`src/rtl/ov7670_stream_tx_if.sv`:
```
// Camera-side and frame-store-side signals of the OV7670 stream transmitter.
// master = transmitter, slave = frame store plus camera receiver.
interface ov7670_stream_tx_if;
  logic        pix_rd;
  logic [9:0]  pix_x;
  logic [8:0]  pix_y;
  logic [15:0] pix_data;
  logic        cam_vsync;
  logic        cam_href;
  logic [7:0]  cam_data;

  modport master (
    output pix_rd, pix_x, pix_y, cam_vsync, cam_href, cam_data,
    input  pix_data
  );

  modport slave (
    input  pix_rd, pix_x, pix_y, cam_vsync, cam_href, cam_data,
    output pix_data
  );
endinterface

```
`src/rtl/ov7670_stream_tx.sv`:
```
// OV7670 parallel-output timing generator fed from a synchronous-read frame store.
// Define CAM_TX_PATTERN_EN to add the internal eight-bar colour pattern source.
module ov7670_stream_tx #(
  parameter int H_ACTIVE    = 640,
  parameter int V_ACTIVE    = 480,
  parameter int H_BLANK     = 144,
  parameter int VSYNC_LINES = 3,
  parameter int V_BACK      = 17,
  parameter int V_FRONT     = 10
) (
  input  logic               clk,
  input  logic               rst,
  input  logic               run,
  input  logic               pattern_sel,
  ov7670_stream_tx_if.master bus,
  output logic               frame_done,
  output logic               busy
);

  localparam int LINE = 2 * H_ACTIVE + H_BLANK;
  localparam int HW   = $clog2(LINE);

  localparam logic [HW-1:0] H_LAST   = HW'(LINE - 1);
  localparam logic [HW-1:0] H_PRE    = HW'(LINE - 2);
  localparam logic [HW-1:0] H_HREF   = HW'(2 * H_ACTIVE);
  localparam logic [HW-1:0] H_RD_END = HW'(2 * H_ACTIVE - 2);

  typedef enum logic [2:0] {IDLE, VSYNC, VBACK, ACTIVE, VFRONT} state_t;

  // state/hcnt/vcnt name the cycle the outputs will show next; all outputs are
  // registered from them, so the counters lead the pins by exactly one cycle.
  state_t        state;
  logic [HW-1:0] hcnt;
  logic [9:0]    vcnt;
  logic [9:0]    v_last;
  logic [7:0]    lo_byte;
  logic [15:0]   pixel;
  logic          rd_en;
  logic          line_end, phase_end, in_href, rd_pix, rd_pre;

  always_comb begin
    // NOTE: default assigned first so every path drives v_last and no latch is inferred.
    v_last = '0;
    case (state)
      VSYNC:   v_last = 10'(VSYNC_LINES - 1);
      VBACK:   v_last = 10'(V_BACK - 1);
      ACTIVE:  v_last = 10'(V_ACTIVE - 1);
      VFRONT:  v_last = 10'(V_FRONT - 1);
      default: v_last = '0;
    endcase
  end

  assign line_end  = (hcnt == H_LAST);
  assign phase_end = line_end && (vcnt == v_last);
  assign in_href   = (state == ACTIVE) && (hcnt < H_HREF);
  assign rd_pix    = (state == ACTIVE) && !hcnt[0] && (hcnt < H_RD_END);
  // Pixel 0 of each line is fetched two cycles before href rises, in the previous blank.
  assign rd_pre    = (hcnt == H_PRE) &&
                     (((state == VBACK)  && (vcnt == 10'(V_BACK - 1))) ||
                      ((state == ACTIVE) && (vcnt != 10'(V_ACTIVE - 1))));

`ifdef CAM_TX_PATTERN_EN
  localparam logic [6:0] BAR_LAST = 7'(H_ACTIVE / 8 - 1);

  logic        pat_mode;
  logic [6:0]  bar_cnt;
  logic [2:0]  bar_idx;
  logic [15:0] bar_colour;

  always_comb begin
    bar_colour = 16'h0000;
    case (bar_idx)
      3'd0:    bar_colour = 16'hFFFF;
      3'd1:    bar_colour = 16'hFFE0;
      3'd2:    bar_colour = 16'h07FF;
      3'd3:    bar_colour = 16'h07E0;
      3'd4:    bar_colour = 16'hF81F;
      3'd5:    bar_colour = 16'hF800;
      3'd6:    bar_colour = 16'h001F;
      default: bar_colour = 16'h0000;
    endcase
  end

  always_ff @(posedge clk) begin
    if (rst) begin
      pat_mode <= 1'b0;
      bar_cnt  <= '0;
      bar_idx  <= '0;
    end else begin
      if (run && ((state == IDLE) || ((state == VFRONT) && phase_end)))
        pat_mode <= pattern_sel;
      // Bar counters step once per pixel (after its low byte) and clear in blanking.
      if (!in_href) begin
        bar_cnt <= '0;
        bar_idx <= '0;
      end else if (hcnt[0]) begin
        if (bar_cnt == BAR_LAST) begin
          bar_cnt <= '0;
          bar_idx <= bar_idx + 3'd1;
        end else begin
          bar_cnt <= bar_cnt + 7'd1;
        end
      end
    end
  end

  assign pixel = pat_mode ? bar_colour : bus.pix_data;
  assign rd_en = !pat_mode;
`else
  logic unused_pattern_sel;
  assign unused_pattern_sel = pattern_sel;
  assign pixel = bus.pix_data;
  assign rd_en = 1'b1;
`endif

  always_ff @(posedge clk) begin
    // NOTE: all registered state uses non-blocking assignment so every register samples pre-edge values.
    if (rst) begin
      state         <= IDLE;
      hcnt          <= '0;
      vcnt          <= '0;
      lo_byte       <= '0;
      bus.cam_vsync <= 1'b0;
      bus.cam_href  <= 1'b0;
      bus.cam_data  <= '0;
      bus.pix_rd    <= 1'b0;
      bus.pix_x     <= '0;
      bus.pix_y     <= '0;
      frame_done    <= 1'b0;
      busy          <= 1'b0;
    end else begin
      if (state == IDLE) begin
        if (run) state <= VSYNC;
      end else if (!line_end) begin
        hcnt <= hcnt + 1'b1;
      end else begin
        hcnt <= '0;
        vcnt <= phase_end ? '0 : vcnt + 10'd1;
        if (phase_end) begin
          case (state)
            VSYNC:   state <= VBACK;
            VBACK:   state <= ACTIVE;
            ACTIVE:  state <= VFRONT;
            VFRONT:  state <= run ? VSYNC : IDLE;
            default: state <= IDLE;
          endcase
        end
      end

      bus.cam_vsync <= (state == VSYNC);
      bus.cam_href  <= in_href;
      frame_done    <= (state == VFRONT) && phase_end;
      busy          <= (state != IDLE);
      bus.pix_rd    <= rd_en && (rd_pix || rd_pre);

      if (rd_en && rd_pix) begin
        bus.pix_x <= 10'(hcnt >> 1) + 10'd1;
        bus.pix_y <= 9'(vcnt);
      end else if (rd_en && rd_pre) begin
        bus.pix_x <= '0;
        bus.pix_y <= (state == ACTIVE) ? 9'(vcnt + 10'd1) : '0;
      end

      // pix_data is valid now, one cycle after the read; high byte goes out next.
      if (!in_href) begin
        bus.cam_data <= '0;
      end else if (!hcnt[0]) begin
        bus.cam_data <= pixel[15:8];
        lo_byte      <= pixel[7:0];
      end else begin
        bus.cam_data <= lo_byte;
      end
    end
  end

endmodule
```
`src/flat_wrapper.sv`:
```
// flat-port wrapper written by rule: the top's interface ports become plain ports
module ov7670_stream_tx_flat 
#(
  parameter int H_ACTIVE    = 640,
  parameter int V_ACTIVE    = 480,
  parameter int H_BLANK     = 144,
  parameter int VSYNC_LINES = 3,
  parameter int V_BACK      = 17,
  parameter int V_FRONT     = 10
)
  (clk, rst, run, pattern_sel, frame_done, busy, bus_pix_rd, bus_pix_x, bus_pix_y, bus_cam_vsync, bus_cam_href, bus_cam_data, bus_pix_data);
  ov7670_stream_tx_if bus_i ();
  input  logic clk;
  input  logic rst;
  input  logic run;
  input  logic pattern_sel;
  output logic frame_done;
  output logic busy;
  output wire logic [$bits(bus_i.pix_rd)-1:0] bus_pix_rd;
  output wire logic [$bits(bus_i.pix_x)-1:0] bus_pix_x;
  output wire logic [$bits(bus_i.pix_y)-1:0] bus_pix_y;
  output wire logic [$bits(bus_i.cam_vsync)-1:0] bus_cam_vsync;
  output wire logic [$bits(bus_i.cam_href)-1:0] bus_cam_href;
  output wire logic [$bits(bus_i.cam_data)-1:0] bus_cam_data;
  input wire logic [$bits(bus_i.pix_data)-1:0] bus_pix_data;
  assign bus_pix_rd = bus_i.pix_rd;
  assign bus_pix_x = bus_i.pix_x;
  assign bus_pix_y = bus_i.pix_y;
  assign bus_cam_vsync = bus_i.cam_vsync;
  assign bus_cam_href = bus_i.cam_href;
  assign bus_cam_data = bus_i.cam_data;
  assign bus_i.pix_data = bus_pix_data;
  ov7670_stream_tx #(.H_ACTIVE(H_ACTIVE), .V_ACTIVE(V_ACTIVE), .H_BLANK(H_BLANK), .VSYNC_LINES(VSYNC_LINES), .V_BACK(V_BACK), .V_FRONT(V_FRONT)) u_core (.clk(clk), .rst(rst), .run(run), .pattern_sel(pattern_sel), .bus(bus_i), .frame_done(frame_done), .busy(busy));
endmodule
```
`config.mk`:
```
export PLATFORM = sky130hd
export DESIGN_NAME = ov7670_stream_tx_flat
export DESIGN_NICKNAME = d
export VERILOG_FILES = /design/src/rtl/ov7670_stream_tx_if.sv /design/src/rtl/ov7670_stream_tx.sv /design/src/flat_wrapper.sv
export SDC_FILE = /design/constraint.sdc
export NUM_CORES = 1
export LEC_CHECK = 0
export BUFFER_PORTS_ARGS = -buffer_cell sky130_fd_sc_hd__clkbuf_2
export CORE_MARGIN = 3
export CORE_UTILIZATION = 56
export DETAILED_ROUTE_END_ITERATION = 12
export PLACE_DENSITY = 0.81
export SLEW_MARGIN = 10
export SYNTH_ARGS = -nofsm -noshare
export SYNTH_HDL_FRONTEND = slang
export SYNTH_SLANG_ARGS = --single-unit
```
`constraint.sdc`:
```
create_clock -name clk -period 5.7 [get_ports clk]
set_input_delay 0 -clock clk [delete_from_list [all_inputs] [get_ports clk]]
set_output_delay 0 -clock clk [all_outputs]
set_load 0.005 [all_outputs]
```
# Word level (Yosys, flattened, before mapping)
# Cells that the tools add are included.
# W data, S select, Z words.
# op_classes
n_addsub,3
n_lt_le_gt_ge,2
n_eq_ne,10
n_mux,15
bitwise_logic,3
reduce_logical,20
# ops
cell,n
$pmux W9 S4,1
$mux W10,3
$mux W9,3
$eq A11 B11 Y1 const B,2
$lt A11 B11 Y1 const B,2
$add A10 B1 Y10 const B,2
$mux W3,4
$pmux W3 S4,1
$add A11 B1 Y11 const B,1
$mux W11,1
$eq A10 B5 Y1 const B,1
$eq A10 B9 Y1,1
$ne A10 B9 Y1 const B,1
$logic_and A1 B1 Y1,8
$mux W8,1
$eq A3 B2 Y1 const B,2
$reduce_bool A2 Y1,3
$reduce_and A2 Y1,2
$eq A3 B1 Y1 const B,1
$eq A3 B3 Y1 const B,1
$logic_not A3 Y1,1
$not A1 Y1,3
$reduce_and A3 Y1,1
$reduce_bool A3 Y1,1
5 further kinds,6
# totals
reg_bits,64
in_bits,20
output_inout_bits,32
word_cells,65

# Depth between registers and ports, before layout
# depth
word_depth,7
ltp_mapped,9
mapped_depth_nobuf,7

# Least setup slack after synthesis
# Ideal clock, no wire load.
# synth_path
path_type,register to register
startpoint,register u_core.hcnt[1]
endpoint,register u_core.state[0]
setup_time_ns,0.070
arrival_time_ns,2.080
t_required_ns,5.630
setup_slack_ns,3.550
stages_incl_launch_ff,8
path_buffers,1
synth_period_minus_slack_ns,2.150
path_cell_list,dfxtp_1 -> ha_1 -> nand3_1 -> or3_1 -> a2111o_1 -> buf_6 -> or4_1 -> a21oi_1
# synth_via
elab_chain_cells,4
elab_cells_between_ends,5
classes_between,1 x eq/ne; 4 x reduce/logical
# synth_rtl
item,line_no,source
"start, declared",ov7670_stream_tx.sv:33,logic [HW-1:0] hcnt;
"start signal, assigned",ov7670_stream_tx.sv:135,hcnt <= hcnt + 1'b1;
$eq A11 B11 Y1 (*),ov7670_stream_tx.sv:53,assign line_end = (hcnt == H_LAST);
$logic_and A1 B1 Y1,ov7670_stream_tx.sv:54,assign phase_end = line_end && (vcnt == v_last);
$reduce_bool A2 Y1 (no source line),n/a,
$reduce_and A3 Y1 (no source line) (*),n/a,
"end signal, assigned",ov7670_stream_tx.sv:144,VFRONT: state <= run ? VSYNC : IDLE;
"end, declared",ov7670_stream_tx.sv:32,state_t state;
# Mark *: on every way between the ends. The rest lies on a longest branch, timed or not.
# A chain may end at the register's enable or synchronous reset.

# Worst setup path in the final report
# layout_path
startpoint,register u_core.hcnt[0]
endpoint,register u_core.vcnt[8]
# layout_via
elab_chain_cells,3
elab_cells_between_ends,4
classes_between,1 x eq/ne; 1 x mux; 2 x reduce/logical
# layout_rtl
item,line_no,source
$eq A11 B11 Y1 (*),ov7670_stream_tx.sv:53,
$logic_and A1 B1 Y1,ov7670_stream_tx.sv:54,
$mux W10,ov7670_stream_tx.sv:138,vcnt <= phase_end ? '0 : vcnt + 10'd1;
"end signal, assigned",ov7670_stream_tx.sv:138,
"end, declared",ov7670_stream_tx.sv:34,logic [9:0] vcnt;
# Marked as above.

==> out/metrics.cfg <==
[sta]
fin_crit_ns=2.89
whs_ns=0.0710
finClkSkew_ns=0.00842
slew_headroom_pct=21.8
finalHoldViolations=0
finalCritPeriodShare_pct=50.8
timing.fmax_mhz=346
rsz0062_at_grt=no
slew_violations=0
setup_tns_ns=0
setup_viol=0
worst_pin_slew_ns=1.16

[clock_tree]
cts_buffer_depth=2
clk_latency_ns=0.35
ctsResizeCount=0
cts.sinks=64
cts_root_buf=clkbuf_8
clk_pin_slew_worst_paths_ns=0.08
numCtsBuffers=9
cts_tree=yes
cts_max_level=3

[routing]
drt_iter0_drc=273
routed_wl_microns=8300
wire_per_inst_microns=16.1
ant_nets=0
routed_via_density=6.03
drt_first_pass_iters=5
vias=3113
post-route-drc-count=0

[global_routing]
grt.total_usage_pct=26.7
antenna_found_initial=0
grt_max_degree=43
grt_pass1_wl_microns=13500
gr-total-overflow=0
grt_pass1_vias=2823

[layout]
multiInputGateArea_sq_um=1720
area_delta_synth_final_pct=18.7
drive_gt1_share_pct=16.4
final_cell_mix=dfxtp_1 (64), nand2_1 (56), clkbuf_2 (50)
diodes=0
nFillCells=404
fin_nets=466
fin_area_sq_um=3770
final_common_cell=dfxtp_1
seqCellArea_sq_um=1280

[yosys]
yosys.area_share.xor_xnor_pct=5.80
async_flop_share_pct=0
synth_seq_cells=64
synth-edff-count=0
seq_area_frac_synth_pct=40.4
synth.area.mux_share_pct=3.16
syn_nets=418
synthSimpleGateAreaFrac_pct=28.2
synth.cell_area_sq_um=3170
synthTopCellsByArea=dfxtp_1 (40%), nand2_1 (6.6%), nand3_1 (4.7%)
synth_compound_area_share_pct=15.2
ys_types=55
synthCells=393
synth_area_per_cell_sq_um=8.07
yosysWarnings=0
synth_top_area_share_pct=40.4
synth-adder-area-share_pct=1.97
synth_area_leader_cell=dfxtp_1
synth_top_family_by_area=simple AND/OR/NAND/NOR gates
synthFlopType=dfxtp_1

[power_and_ir_drop]
clkPwrFrac_pct=47.1
p_int_w=0.000721
p_sw_share_pct=23.1
irDropWorstVdd_mv=0.243
p_seq_share_pct=48.6
power.leakage_nw=1.43
combinationalPowerShare_pct=4.3
switching_power_w=0.000217
p_per_area_nw_per_um2=249

[worst_setup_path]
start_kind=flop
reg2reg_slack_ns=2.81
arrival_ns=3.14
cp_max_fo=13
crit_path_start=u_core.hcnt[0]
cp-end-kind=flop
r2r_cells=6
r2r_start=u_core.hcnt[0]
r2r_end=u_core.vcnt[8]
crit_type=flop to flop
crit_required_ns=5.94

[placement]
globalplace.congestion=0.939
placed_cell_area_sq_um=3380
portBuffers=50
hpwlAfterDp_microns=5400

[die]
chipWidth_microns=81.3
dieArea_sq_um=6600
rows=26
io_pins=52
core_sq_um=5300
initial_core_util_pct=59.8
chipHeight_microns=81.3

[worst_hold_path]
hp-class=input pin to flop
min_path_cells=4
whs_endpoint=u_core.state[0]
hp-start=run

[outcome]
outcome=complete, no violations

[flow_run]
drv_cap=0

[worst max-delay path by stage]
stage               cells after the start  slack (ns)                  end
floorplan                               7        3.55      u_core.state[0]
global placement                        6        2.92       u_core.vcnt[3]
detailed placement                      6        2.87       u_core.vcnt[8]
CTS                                     6        2.85       u_core.vcnt[8]
global route                            6        2.53  u_core.bus.pix_y[0]
finish                                  6        2.81       u_core.vcnt[8]
[per-stage QoR]
| stage | setup slack, ns | total power, W | instances | utilization [%] |
|---|---|---|---|---|
| 4_1_cts | 2.85 | 0.000940 | 516 | 71.0 |
| 3_3_place_gp | 2.92 | 0.000495 | 484 | 63.7 |
| 5_1_grt | 2.53 | 0.000968 | 516 | 71.0 |
| 6_report | 2.81 | 0.000938 | 516 | 71.0 |
| 3_5_place_dp | 2.87 | 0.000496 | 484 | 63.7 |
| 2_1_floorplan | 3.55 | 0.000484 | 393 | - |
[layer usage]
| metal | track usage (%) | vias up | share of wire, % |
|---|---|---|---|
| li1 | - | 1499 | - |
| met1 | 31.9 | 1447 | 40 |
| met2 | 44.4 | 134 | 49 |
| met3 | 7.65 | 33 | 6.6 |
| met4 | 11.8 | 0 | 3.6 |
| met5 | 0 | - | 0 |
[cells in the mapped netlist, drive strengths merged (4+ instances only)]
cell type / count
nor3: 11
a21oi: 23
inv: 8
o211ai: 6
nand4: 8
mux2i: 10
and2: 5
nand2: 56
xnor2: 8
nor2b: 4
xor2: 13
ha: 5
clkbuf: 20
dfxtp: 64
nand3: 30
a31oi: 5
nor4: 4
a32oi: 5
or3: 7
buf: 10
nor2: 36
and3: 4
o21ai: 12
[cells by family (layout without fill, tap and decap cells)]
logic type	Yosys count	in the layout
and+or+nand+nor	182	182
AOI/OAI and AO/OA	73	73
DFF	64	64
buffers and inverters	38	91
xor gates and xnor gates	21	21
muxes	10	10
adders and majority gates	5	5
[flip-flops by register name, indices dropped and copies added (netlist names), 3 cells and up]
register	flops
u_core.bus.pix_y	9
u_core.lo_byte	8
u_core.hcnt	11
u_core.vcnt	10
u_core.state	3
u_core.bus.pix_x	10
u_core.bus.cam_data	8
[power groups by stage]
stage / Clock [W] / Combinational (W) / Sequential, W
2_1_floorplan: 0 / 0.0000226 / 0.000461
3_3_place_gp: 0 / 0.0000299 / 0.000465
3_5_place_dp: 0 / 0.0000305 / 0.000466
4_1_cts: 0.000446 / 0.0000393 / 0.000455
5_1_grt: 0.000468 / 0.0000442 / 0.000456
6_report: 0.000442 / 0.0000402 / 0.000455
[critical path, stage by stage, from the launching register on]
cell       delay (ns)
dfxtp_1          0.78
ha_1             0.28
nand3_1          0.17
or3_1            0.38
a2111oi_0        0.57
nand2_1          0.32
a32o_1           0.29
[final cells by class]
type	instances	share of cell area, %
Clock buffer	9	3.29
Clock inverter	7	2.72
Inverter	8	0.797
Multi-Input combinational cell	291	45.7
Sequential cell	64	34.0
Tap cell	70	2.33
Timing Repair Buffer	67	11.1
[what timing repair did]
item	4_1_cts	5_1_grt
endpoints found under the setup margin	0	0
hold buffers	16	0
setup buffers	0	0
endpoints found under the hold margin	16	0
(Power assumes the default switching activity.)
